==> config.mk <==
export PLATFORM = sky130hd
export DESIGN_NAME = pipe_ctrl_flat
export DESIGN_NICKNAME = d
export VERILOG_FILES = /design/src/rtl/pipe_ctrl_if.sv /design/src/rtl/pipe_ctrl.sv /design/src/flat_wrapper.sv
export SDC_FILE = /design/constraint.sdc
export NUM_CORES = 1
export LEC_CHECK = 0
export ABC_AREA = 1
export CORE_UTILIZATION = 34
export CTS_CLUSTER_DIAMETER = 60
export DETAILED_ROUTE_END_ITERATION = 6
export GPL_ROUTABILITY_DRIVEN = 0
export PLACE_DENSITY = 0.79
export SYNTH_ARGS = -nofsm -noshare
export SYNTH_HDL_FRONTEND = slang
export SYNTH_SLANG_ARGS = --single-unit
export TNS_END_PERCENT = 10
==> constraint.sdc <==
create_clock -name clk -period 2.2 [get_ports clk]
set_clock_uncertainty 0.1 [all_clocks]
set_input_delay 0.44 -clock clk [delete_from_list [all_inputs] [get_ports clk]]
set_output_delay 0.44 -clock clk [all_outputs]
set_load 0.005 [all_outputs]
==> src/rtl/pipe_ctrl_if.sv <==
// Control bundle between the miniRV pipeline and pipe_ctrl.
// The master side is the datapath; the slave side is the controller.
interface pipe_ctrl_if #(
  parameter int CNT_W = 32
);
  logic             lu_halt;
  logic             ex_redirect;
  logic             dm_mem_op;
  logic             mem_ready;
  logic             mem_valid;
  logic             pc_we;
  logic             if_id_we;
  logic             id_ex_we;
  logic             ex_dm_we;
  logic             dm_wb_we;
  logic             if_id_flush;
  logic             id_ex_flush;
  logic             dm_wb_flush;
  logic             mem_err;
  logic [1:0]       state_o;
  logic [CNT_W-1:0] stall_cnt;
  logic [CNT_W-1:0] flush_cnt;

  modport master (
    output lu_halt,
    output ex_redirect,
    output dm_mem_op,
    output mem_ready,
    input  mem_valid,
    input  pc_we,
    input  if_id_we,
    input  id_ex_we,
    input  ex_dm_we,
    input  dm_wb_we,
    input  if_id_flush,
    input  id_ex_flush,
    input  dm_wb_flush,
    input  mem_err,
    input  state_o,
    input  stall_cnt,
    input  flush_cnt
  );

  modport slave (
    input  lu_halt,
    input  ex_redirect,
    input  dm_mem_op,
    input  mem_ready,
    output mem_valid,
    output pc_we,
    output if_id_we,
    output id_ex_we,
    output ex_dm_we,
    output dm_wb_we,
    output if_id_flush,
    output id_ex_flush,
    output dm_wb_flush,
    output mem_err,
    output state_o,
    output stall_cnt,
    output flush_cnt
  );
endinterface

==> src/rtl/pipe_ctrl.sv <==
// miniRV 5-stage sequencing controller: boot hold, stalls, flushes, mem wait.
// Define PIPE_PERF_EN to build the stall/flush performance counters.
module pipe_ctrl #(
  parameter int BOOT_CYC = 2,
  parameter int TIMEOUT  = 16,
  parameter int CNT_W    = 32
) (
  input  logic       clk,
  input  logic       rst_n,
  pipe_ctrl_if.slave bus
);

  localparam int BW = (BOOT_CYC > 1) ? $clog2(BOOT_CYC) : 1;
  localparam int WW = (TIMEOUT > 0) ? $clog2(TIMEOUT + 1) : 1;
  localparam logic [BW-1:0] BOOT_LAST =
    BW'((BOOT_CYC > 1) ? BOOT_CYC - 1 : 0);

  typedef enum logic [1:0] {
    S_BOOT = 2'd0,
    S_RUN  = 2'd1,
    S_WAIT = 2'd2,
    S_ERR  = 2'd3
  } state_e;

  state_e          state_q, state_d;
  logic [BW-1:0]   boot_cnt_q, boot_cnt_d;
  logic [WW-1:0]   wait_cnt_q, wait_cnt_d;
  logic [WW-1:0]   wait_nxt;
  logic            pend;
  logic            hold;
  logic            to_hit;

  logic mem_valid;
  logic pc_we;
  logic if_id_we;
  logic id_ex_we;
  logic ex_dm_we;
  logic dm_wb_we;
  logic if_id_flush;
  logic id_ex_flush;
  logic dm_wb_flush;
  logic mem_err;

  always_comb begin
    state_d     = state_q;
    boot_cnt_d  = boot_cnt_q;
    wait_cnt_d  = wait_cnt_q;
    wait_nxt    = '0;
    pend        = 1'b0;
    hold        = 1'b0;
    to_hit      = 1'b0;
    mem_valid   = 1'b0;
    pc_we       = 1'b0;
    if_id_we    = 1'b0;
    id_ex_we    = 1'b0;
    ex_dm_we    = 1'b0;
    dm_wb_we    = 1'b0;
    if_id_flush = 1'b0;
    id_ex_flush = 1'b0;
    dm_wb_flush = 1'b0;
    mem_err     = 1'b0;

    unique case (state_q)
      S_BOOT: begin
        if_id_we    = 1'b1;
        id_ex_we    = 1'b1;
        ex_dm_we    = 1'b1;
        dm_wb_we    = 1'b1;
        if_id_flush = 1'b1;
        id_ex_flush = 1'b1;
        dm_wb_flush = 1'b1;
        if (boot_cnt_q == BOOT_LAST) begin
          state_d = S_RUN;
        end else begin
          boot_cnt_d = boot_cnt_q + 1'b1;
        end
      end

      S_RUN, S_WAIT: begin
        // WAIT keeps the request alive even if DM's op bit glitches
        pend = bus.dm_mem_op | (state_q == S_WAIT);
        hold = pend & ~bus.mem_ready;
        if (state_q == S_WAIT) begin
          wait_nxt = wait_cnt_q + 1'b1;
        end else begin
          wait_nxt = WW'(1);
        end
        to_hit = (TIMEOUT != 0) && (32'(wait_nxt) == TIMEOUT);

        if (hold) begin
          // DM->WB takes a bubble so the stalled op retires once
          mem_valid   = 1'b1;
          dm_wb_we    = 1'b1;
          dm_wb_flush = 1'b1;
          wait_cnt_d  = wait_nxt;
          state_d     = to_hit ? S_ERR : S_WAIT;
        end else begin
          mem_valid  = pend;
          pc_we      = 1'b1;
          if_id_we   = 1'b1;
          id_ex_we   = 1'b1;
          ex_dm_we   = 1'b1;
          dm_wb_we   = 1'b1;
          wait_cnt_d = '0;
          state_d    = S_RUN;
          unique case (1'b1)
            bus.ex_redirect: begin
              if_id_flush = 1'b1;
              id_ex_flush = 1'b1;
            end
            bus.lu_halt & ~bus.ex_redirect: begin
              pc_we       = 1'b0;
              if_id_we    = 1'b0;
              id_ex_flush = 1'b1;
            end
            default: ;
          endcase
        end
      end

      S_ERR: begin
        mem_err = 1'b1;
      end

      default: begin
        state_d = S_ERR;
      end
    endcase
  end

  always_ff @(posedge clk or negedge rst_n) begin
    if (!rst_n) begin
      state_q    <= S_BOOT;
      boot_cnt_q <= '0;
      wait_cnt_q <= '0;
    end else begin
      state_q    <= state_d;
      boot_cnt_q <= boot_cnt_d;
      wait_cnt_q <= wait_cnt_d;
    end
  end

  assign bus.mem_valid   = mem_valid;
  assign bus.pc_we       = pc_we;
  assign bus.if_id_we    = if_id_we;
  assign bus.id_ex_we    = id_ex_we;
  assign bus.ex_dm_we    = ex_dm_we;
  assign bus.dm_wb_we    = dm_wb_we;
  assign bus.if_id_flush = if_id_flush;
  assign bus.id_ex_flush = id_ex_flush;
  assign bus.dm_wb_flush = dm_wb_flush;
  assign bus.mem_err     = mem_err;
  assign bus.state_o     = state_q;

`ifdef PIPE_PERF_EN
  logic [CNT_W-1:0] stall_cnt_q;
  logic [CNT_W-1:0] flush_cnt_q;
  logic             run_like;

  assign run_like = (state_q == S_RUN) | (state_q == S_WAIT);

  always_ff @(posedge clk or negedge rst_n) begin
    if (!rst_n) begin
      stall_cnt_q <= '0;
      flush_cnt_q <= '0;
    end else begin
      if (run_like & ~pc_we) begin
        stall_cnt_q <= stall_cnt_q + 1'b1;
      end
      if (if_id_flush & (state_q != S_BOOT)) begin
        flush_cnt_q <= flush_cnt_q + 1'b1;
      end
    end
  end

  assign bus.stall_cnt = stall_cnt_q;
  assign bus.flush_cnt = flush_cnt_q;
`else
  assign bus.stall_cnt = {CNT_W{1'b0}};
  assign bus.flush_cnt = {CNT_W{1'b0}};
`endif

endmodule
==> src/flat_wrapper.sv <==
// flat-port wrapper written by rule: the top's interface ports become plain ports
module pipe_ctrl_flat 
#(
  parameter int BOOT_CYC = 2,
  parameter int TIMEOUT  = 16,
  parameter int CNT_W    = 32
)
  (clk, rst_n, bus_lu_halt, bus_ex_redirect, bus_dm_mem_op, bus_mem_ready, bus_mem_valid, bus_pc_we, bus_if_id_we, bus_id_ex_we, bus_ex_dm_we, bus_dm_wb_we, bus_if_id_flush, bus_id_ex_flush, bus_dm_wb_flush, bus_mem_err, bus_state_o, bus_stall_cnt, bus_flush_cnt);
  pipe_ctrl_if #(.CNT_W(CNT_W)) bus_i ();
  input  logic clk;
  input  logic rst_n;
  input wire logic [$bits(bus_i.lu_halt)-1:0] bus_lu_halt;
  input wire logic [$bits(bus_i.ex_redirect)-1:0] bus_ex_redirect;
  input wire logic [$bits(bus_i.dm_mem_op)-1:0] bus_dm_mem_op;
  input wire logic [$bits(bus_i.mem_ready)-1:0] bus_mem_ready;
  output wire logic [$bits(bus_i.mem_valid)-1:0] bus_mem_valid;
  output wire logic [$bits(bus_i.pc_we)-1:0] bus_pc_we;
  output wire logic [$bits(bus_i.if_id_we)-1:0] bus_if_id_we;
  output wire logic [$bits(bus_i.id_ex_we)-1:0] bus_id_ex_we;
  output wire logic [$bits(bus_i.ex_dm_we)-1:0] bus_ex_dm_we;
  output wire logic [$bits(bus_i.dm_wb_we)-1:0] bus_dm_wb_we;
  output wire logic [$bits(bus_i.if_id_flush)-1:0] bus_if_id_flush;
  output wire logic [$bits(bus_i.id_ex_flush)-1:0] bus_id_ex_flush;
  output wire logic [$bits(bus_i.dm_wb_flush)-1:0] bus_dm_wb_flush;
  output wire logic [$bits(bus_i.mem_err)-1:0] bus_mem_err;
  output wire logic [$bits(bus_i.state_o)-1:0] bus_state_o;
  output wire logic [$bits(bus_i.stall_cnt)-1:0] bus_stall_cnt;
  output wire logic [$bits(bus_i.flush_cnt)-1:0] bus_flush_cnt;
  assign bus_i.lu_halt = bus_lu_halt;
  assign bus_i.ex_redirect = bus_ex_redirect;
  assign bus_i.dm_mem_op = bus_dm_mem_op;
  assign bus_i.mem_ready = bus_mem_ready;
  assign bus_mem_valid = bus_i.mem_valid;
  assign bus_pc_we = bus_i.pc_we;
  assign bus_if_id_we = bus_i.if_id_we;
  assign bus_id_ex_we = bus_i.id_ex_we;
  assign bus_ex_dm_we = bus_i.ex_dm_we;
  assign bus_dm_wb_we = bus_i.dm_wb_we;
  assign bus_if_id_flush = bus_i.if_id_flush;
  assign bus_id_ex_flush = bus_i.id_ex_flush;
  assign bus_dm_wb_flush = bus_i.dm_wb_flush;
  assign bus_mem_err = bus_i.mem_err;
  assign bus_state_o = bus_i.state_o;
  assign bus_stall_cnt = bus_i.stall_cnt;
  assign bus_flush_cnt = bus_i.flush_cnt;
  pipe_ctrl #(.BOOT_CYC(BOOT_CYC), .TIMEOUT(TIMEOUT), .CNT_W(CNT_W)) u_core (.clk(clk), .rst_n(rst_n), .bus(bus_i));
endmodule
==> impl_metrics.ini, run 1 <==
[global_route]
grt_pass1_vias = 610
track_usage_pct = 10.2
grt_max_degree = 9
grt_pass1_wl_mm = 2.63
overflow = 0
antenna_found_initial = 0

[drt]
drt_iter0_drc = 7
viasPerCell = 3.55
drt-wirelength-per-cell_um = 7.83
dr.pass1.iters = 4
drc = 0
ant_nets = 0
vias = 781
routed_wl_mm = 1.72

[job]
drv_cap = 0

[critical_path]
reg2reg_depth = 9
cp_data_required_time_ps = 1660
rr_endpoint = u_core.bus.state_o[0]
crit_arrival_ps = 1600
endpoint = bus_dm_wb_we
cp-startpoint = u_core.bus.state_o[1]
cp-start-kind = register
rrSetupSlack_ps = 650
r2r_start = u_core.bus.state_o[1]
cp_max_fo = 5
crit_type = reg -> out
crit_path_end_kind = output port

[cts]
cts.clk_slew.worst_paths_ps = 60
cts_made_buffers = 3
cts_hold_buf = 0
htree_levels = 1
cts_tree = done
cts_root_buf = clkbuf_4
clk_latency_ps = 250
cts.sinks = 8
cts_max_path_buffers = 2

[synth]
synthMuxAreaShare_pct = 0
synthAdderAreaFrac_pct = 5.79
synth-compound-area-share_pct = 9.95
ys_ff_latch = 8
synth_top_family_by_area = buffers and inverters
synth_xor_area_share_pct = 0
syn_area_per_cell_um2 = 7.46
ys_seq_area_share_pct = 18.5
syn_inst = 145
ys_types = 22
yosys.area_share.simple_pct = 15.0
syn_area_mm2 = 0.00108
ys.warnings.count = 0

[layout]
diodes = 0
drive_above_1_share_pct = 23.9
final_cell_mix = conb_1, nand2_1, buf_4, inv_1, clkdlybuf4s50_1
syn_to_final_growth_pct = 11.1
fin_nets = 189
final_util_pct = 39.7
layout_commonest_cell = conb_1

[sta]
rsz0062_at_grt = yes
hold-worst-slack_ps = 367
finalCritPeriodShare_pct = 97.2
report.final.slew_viol_count = 0
setup_viol = 0
fmax_ghz = 0.468
period_minus_slack_ps = 2140
finalHoldViolCount = 0

[floorplanning]
die_h_um = 58.4
core_mm2 = 0.00303
die_x_um = 58.4
std_cell_rows = 20
dieArea_mm2 = 0.00341
num_io_pins = 82
start_util_pct = 35.7

[power_and_ir_drop]
leakage_uw = 0.000696
p_per_area_mw_per_mm2 = 255
ir_drop_mv = 0.136

[placed_design]
portBuffers = 17
dp_hpwl_mm = 1.38

[outcome]
status = finished, final reports clean

[min_path]
hold_class = in -> async
metrics by stage:
step / setup TNS (ps) / total power [µW] / setup slack, ps / cell area, µm² / cells
finish: 0 / 306 / 62.2 / 1200 / 220
global route: -43.3 / 326 / -30.8 / 1200 / 220
CTS: -148 / 308 / -77.2 / 1180 / 219
detailed placement: -1410 / 191 / -319 / 1130 / 214
global placement: -1280 / 191 / -277 / 1130 / 214
floorplan: 0 / 261 / 329 / 1320 / 208
repair_timing:
action	CTS	global route
setup endpoints to repair	8	6
resized for setup	14	18
buffers inserted	2	1
pin swaps	1	3
where the power goes:
group          leakage, µW  switching (µW)  internal, µW
Clock            0.0000138            49.9          62.4
Sequential       0.0000801               0           147
Combinational     0.000603            36.0          10.7
cell families after synthesis:
| logic type | count (synthesis) |
|---|---|
| DFF | 8 |
| other | 1 |
| adders and majority gates | 5 |
| and+or+nand+nor | 37 |
| buffers and inverters | 80 |
| AOI/OAI and AO/OA | 14 |
registers in the layout (all words and copies together), names as in the netlist:
name	count
u_core.boot_cnt_q	1
u_core.bus.state_o	2
u_core.wait_cnt_q	5
synthesized netlist by cell type (all sizes together):
cell / count / area share (%)
buf: 65 / 45
a22o: 1 / 0.93
nand2: 23 / 8.4
nand4: 2 / 1.2
or2: 1 / 0.58
conb: 1 / 0.35
o22ai: 1 / 0.58
nor2: 8 / 3.5
ha: 5 / 5.8
o21ai: 5 / 4.1
o21a: 1 / 0.69
a21oi: 5 / 3.0
inv: 15 / 5.2
nand3: 3 / 1.4
o211ai: 1 / 0.69
dfrtp: 8 / 19
worst max-delay path: stages (launching register included):
cell and delay [ps]:
dfrtp_2 430, buf_4 150, ha_2 210, inv_1 60
clkdlybuf4s50_1 490
worst min path at each step:
stage                           endpoint  slack, ps
floorplan              u_core.boot_cnt_q         40
global placement       u_core.boot_cnt_q        350
detailed placement     u_core.boot_cnt_q        350
CTS                 u_core.wait_cnt_q[4]        370
global route        u_core.wait_cnt_q[4]        390
finish              u_core.wait_cnt_q[2]        370
per-layer routing:
layer  up-vias  share of wire [%]  track usage [%]
met4         0                  0             2.04
li1        382                  -                -
met1       351                 37             11.1
met2        48                 55             18.9
met3         0                8.2             3.96
met5         -                  0                0
area by class of cell:
type,count,area [µm²]
well taps,44,55.1
multi-input cells,120,616
clock buffers,3,22.5
inverters,15,56.3
repair buffers,30,250
fillers,332,1830
flip-flops and latches,8,201
Note: power is estimated with default switching activity, not from simulation.
==> run 2, diff against run 1 <==
--- a/config.mk
+++ b/config.mk
@@ -6,6 +6,8 @@
 export NUM_CORES = 1
 export LEC_CHECK = 0
 export ABC_AREA = 1
+export CAP_MARGIN = 15
+export CORE_MARGIN = 5
 export CORE_UTILIZATION = 34
 export CTS_CLUSTER_DIAMETER = 60
 export DETAILED_ROUTE_END_ITERATION = 6
==> impl_metrics.ini, run 2 (synthesized netlist as in run 1, its figures left out) <==
[layout]
syn_to_final_growth_pct = 15.5
top_register = u_core.wait_cnt_q
final_cell_mix = conb_1, nand2_1, buf_4, clkdlybuf4s50_1
fin_nets = 193
largest_register_ffs = 5
final_util_pct = 40.9
fillCellCount = 316
drive_above_1_share_pct = 25.6
diodes = 0
multi_input_area_um2 = 631
layout_commonest_cell = conb_1
layout.area.seq_um2 = 200

[sta]
fin_ws_ps = 7.11
finalCritPeriodShare_pct = 99.7
report.final.slew_viol_count = 0
fmax_ghz = 0.456
setup_viol = 0
period_minus_slack_ps = 2190
rsz0062_at_grt = yes
finalHoldViolCount = 0

[cts]
cts_root_buf = clkbuf_4
clk_latency_ps = 260
cts_hold_buf = 0
cts.sinks = 8
cts_made_buffers = 3
cts.clk_slew.worst_paths_ps = 60
htree_levels = 1
cts_max_path_buffers = 2
cts_tree = done

[global_route]
overflow = 0
grt_pass1_vias = 716
grt_pass1_wl_mm = 2.96
track_usage_pct = 8.89
antenna_found_initial = 0
grt_max_degree = 9

[floorplanning]
die_x_um = 66.4
dieArea_mm2 = 0.00441
start_util_pct = 35.4
core_mm2 = 0.00305
die_h_um = 66.4
std_cell_rows = 20
num_io_pins = 82

[placed_design]
dp_hpwl_mm = 1.69
place_ws_ps = -341
portBuffers = 17

[power_and_ir_drop]
p_comb_share_pct = 15.5
leakage_uw = 0.000712
internal_power_uw = 221
p_per_area_mw_per_mm2 = 249
p_sw_uw = 90.7
clockPowerShare_pct = 37.2
p_sw_share_pct = 29.1
ir_drop_mv = 0.165
seqPwrFrac_pct = 47.3

[job]
drv_cap = 0

[critical_path]
crit_type = reg -> out
cp_max_fo = 5
cp_data_required_time_ps = 1660
crit_slowest_cell = dfrtp_1
cpLargestDelayFamily = buffers and inverters
cp_cell_sequence = inv_2 -> ha_4 -> buf_4 -> o211ai_1 -> a21oi_1 -> clkdlybuf4s15_1
crit_path_end_kind = output port
timing.critical_path.buf_inv = 3
crit_arrival_ps = 1650
cp-start-kind = register
cpPeakStageDelay_ps = 430

[drt]
vias = 770
ant_nets = 0
routed_wl_mm = 2.10
viasPerCell = 3.44
drt-wirelength-per-cell_um = 9.38
drc = 0
dr.pass1.iters = 4
drt_iter0_drc = 10

[min_path]
hold_class = in -> async

[outcome]
status = finished, final reports clean
==> run 2: changes by cell type in the layout (fill, tap and decap cells not counted), sizes merged <==
cell and change:
buf +5, clkbuf -1, clkdlybuf4s50 +1, dlymetal6s2s -1
==> run 2: cell type report <==
class	instances	area share, %
Sequential cell	8	16.0
Timing Repair Buffer	34	22.7
Tap cell	44	4.41
Inverter	15	4.51
Clock buffer	3	1.80
Multi-Input combinational cell	120	50.5
==> run 2: timing repair <==
action	4_1_cts	5_1_grt
resized for setup	17	15
pin swaps	2	4
gates cloned	0	0
setup endpoints to repair	9	7
buffers inserted	2	4
==> run 2: worst paths after layout <==
check / startpoint / endpoint / slack, ps / cells after the start
setup / recovery: u_core.bus.state_o[1] / bus_id_ex_flush / 7 / 6
hold / removal: rst_n / u_core.wait_cnt_q[4] / 360 / 1
setup reg to reg: u_core.bus.state_o[1] / u_core.bus.state_o[0] / 530 / 10
hold reg to reg: u_core.boot_cnt_q / u_core.boot_cnt_q / 390 / 1
max in group asynchronous: rst_n / u_core.wait_cnt_q[2] / 1380 / 1
min in group clk: u_core.boot_cnt_q / u_core.boot_cnt_q / 390 / 1
==> run 2: power groups by stage <==
stage               sequential [µW]  clock (µW)  combinational [µW]
CTS                             147         122                42.7
global route                    147         128                56.1
floorplan                       150           0                 111
global placement                150           0                41.0
finish                          147         116                48.3
detailed placement              150           0                41.5
==> run 2: per-layer routing <==
layer / vias to the layer above / wire [µm] / GRT usage, %
met3: 2 / 232 / 2.72
met1: 331 / 745 / 8.92
met4: 0 / 14 / 5.33
li1: 390 / - / -
met2: 47 / 1110 / 15.9
met5: - / 0 / 0
==> run 2: worst register-to-register path: stages, from the launching register on <==
cell,delay [ps]
dfrtp_1,430
inv_2,80
ha_4,300
buf_4,120
inv_2,50
buf_4,150
o21ai_4,150
inv_2,50
nor2_1,90
nand2_1,50
nand2_1,50
==> run 2: stage by stage <==
stage / setup TNS [ps] / hold WS [ps] / instances / area, µm² / total power (µW)
2_1_floorplan: 0 / 44.4 / 208 / 1320 / 261
3_3_place_gp: -1330 / 357 / 215 / 1140 / 191
3_5_place_dp: -1550 / 373 / 215 / 1140 / 191
4_1_cts: -218 / 371 / 220 / 1200 / 312
5_1_grt: -155 / 390 / 224 / 1250 / 331
6_report: 0 / 359 / 224 / 1250 / 311
==> run 3, diff against run 2 <==
--- a/config.mk
+++ b/config.mk
@@ -7,7 +7,7 @@
 export LEC_CHECK = 0
 export ABC_AREA = 1
 export CAP_MARGIN = 15
-export CORE_MARGIN = 5
+export CORE_MARGIN = 1.5
 export CORE_UTILIZATION = 34
 export CTS_CLUSTER_DIAMETER = 60
 export DETAILED_ROUTE_END_ITERATION = 6
==> constraint.sdc (replaced) <==
create_clock -name clk -period 2.2 [get_ports clk]
set_clock_uncertainty 0.1 [all_clocks]
set_input_delay 0.22 -clock clk [delete_from_list [all_inputs] [get_ports clk]]
set_output_delay 0.22 -clock clk [all_outputs]
set_load 0.005 [all_outputs]
==> impl_metrics.ini, run 3 (synthesized netlist as in run 1, its figures left out) <==
[cts]
cts_hold_buf = 0
cts.clk_slew.worst_paths_ps = 60
cts_made_buffers = 3
cts.sinks = 8
cts_tree = done
cts_max_path_buffers = 2
clk_latency_ps = 270
htree_levels = 1
cts_root_buf = clkbuf_4

[power_and_ir_drop]
leakage_uw = 0.000733
p_sw_uw = 95.4
p_comb_share_pct = 14.1
ir_drop_mv = 0.173
p_sw_share_pct = 30.3
clockPowerShare_pct = 39.2
p_per_area_mw_per_mm2 = 270
seqPwrFrac_pct = 46.7
internal_power_uw = 220
total_power_uw = 315

[sta]
finalHoldViolCount = 0
report.final.slew_viol_count = 0
finalCritPeriodShare_pct = 94.8
setup_viol = 0
period_minus_slack_ps = 2090
hold-worst-slack_ps = 140
rsz0062_at_grt = no
fmax_ghz = 0.479
fin_tns_setup_ps = 0

[drt]
routed_wl_mm = 1.78
ant_nets = 0
viasPerCell = 3.49
dr.pass1.iters = 4
drc = 0
drt-wirelength-per-cell_um = 8.29
vias = 750
drt_iter0_drc = 4

[global_route]
grt_max_degree = 9
overflow = 0
track_usage_pct = 10.2
grt_pass1_wl_mm = 2.59
antenna_found_initial = 0
grt_pass1_vias = 577

[placed_design]
place_area_mm2 = 0.00110
dp_hpwl_mm = 1.41
portBuffers = 17

[floorplanning]
die_x_um = 59.4
die_h_um = 59.4
start_util_pct = 35.7
num_io_pins = 82
dieArea_mm2 = 0.00353
std_cell_rows = 20
core_mm2 = 0.00303

[layout]
largest_register_ffs = 5
final_cell_mix = conb_1, nand2_1, inv_1, clkdlybuf4s50_1
diodes = 0
finalInstanceArea_mm2 = 0.00117
fin_nets = 184
top_register = u_core.wait_cnt_q
syn_to_final_growth_pct = 7.99
final_util_pct = 38.6
drive_above_1_share_pct = 16.4
layout_commonest_cell = conb_1

[critical_path]
cp-start-kind = register
r2r_start = u_core.bus.state_o[1]
cp-startpoint = u_core.bus.state_o[0]
cp_data_required_time_ps = 1880
cp_max_fo = 4
crit_path_end_kind = output port
crit_arrival_ps = 1770
crit_type = reg -> out

[job]
drv_cap = 0

[outcome]
status = finished, final reports clean

[min_path]
hold_class = in -> async
-- run 3: cell count changes in the layout (fill, tap and decap cells not counted), moves of 2 or more --
cell | before | now
inv_1 | 8 | 10
buf_4 | 17 | 8
ha_4 | 3 | 1
buf_2 | 2 | 0
dlymetal6s2s_1 | 1 | 5
inv_2 | 7 | 5
-- run 3: worst max-delay path, cell delays in order (launching register included) --
cell and delay (ps):
dfrtp_1 360, inv_2 70, ha_2 200, inv_2 60, nand2_2 70, nand2_4 80
nand3_1 90, inv_1 70, clkdlybuf4s50_1 500
-- run 3: layout make-up --
type,instances,area (µm²)
fill,314,1860
tap,44,55.1
multi-input combinational,120,593
clock buffer,3,22.5
inverter,15,56.3
sequential,8,200
timing repair buffer,25,240
-- run 3: stage by stage --
step	cells	worst slack (ps)
2_1_floorplan	208	549
3_3_place_gp	210	133
3_5_place_dp	210	139
4_1_cts	213	-95.1
5_1_grt	215	5.78
6_report	215	114
-- run 3: power groups by stage --
| stage | registers, µW | clock network, µW | logic [µW] |
|---|---|---|---|
| 2_1_floorplan | 150 | 0 | 111 |
| 3_3_place_gp | 150 | 0 | 41.2 |
| 3_5_place_dp | 150 | 0 | 41.6 |
| 4_1_cts | 147 | 123 | 42.7 |
| 5_1_grt | 147 | 130 | 53.6 |
| 6_report | 147 | 123 | 44.5 |
-- run 3: metal layers --
metal | vias up | wire length [µm] | global-route usage (%)
li1 | 374 | - | -
met1 | 324 | 660 | 11.8
met2 | 47 | 927 | 16.8
met3 | 5 | 156 | 2.62
met4 | 0 | 38 | 5.84
met5 | - | 0 | 0
-- run 3: worst paths after layout --
| check | to | slack [ps] | depth (start not counted) |
|---|---|---|---|
| worst min-delay path | u_core.wait_cnt_q[2] | 140 | 1 |
| max in group asynchronous | u_core.bus.state_o[0] | 1570 | 1 |
| min in group clk | u_core.boot_cnt_q | 360 | 1 |
| worst max-delay path | bus_pc_we | 110 | 8 |
| worst max register to register | u_core.bus.state_o[0] | 670 | 9 |
| worst min register to register | u_core.boot_cnt_q | 360 | 1 |
-- run 3: repair_timing --
item	in CTS	in global routing
gates resized for setup	7	5
pin swaps	1	1
endpoints found under the setup margin	7	5
buffers inserted	0	2
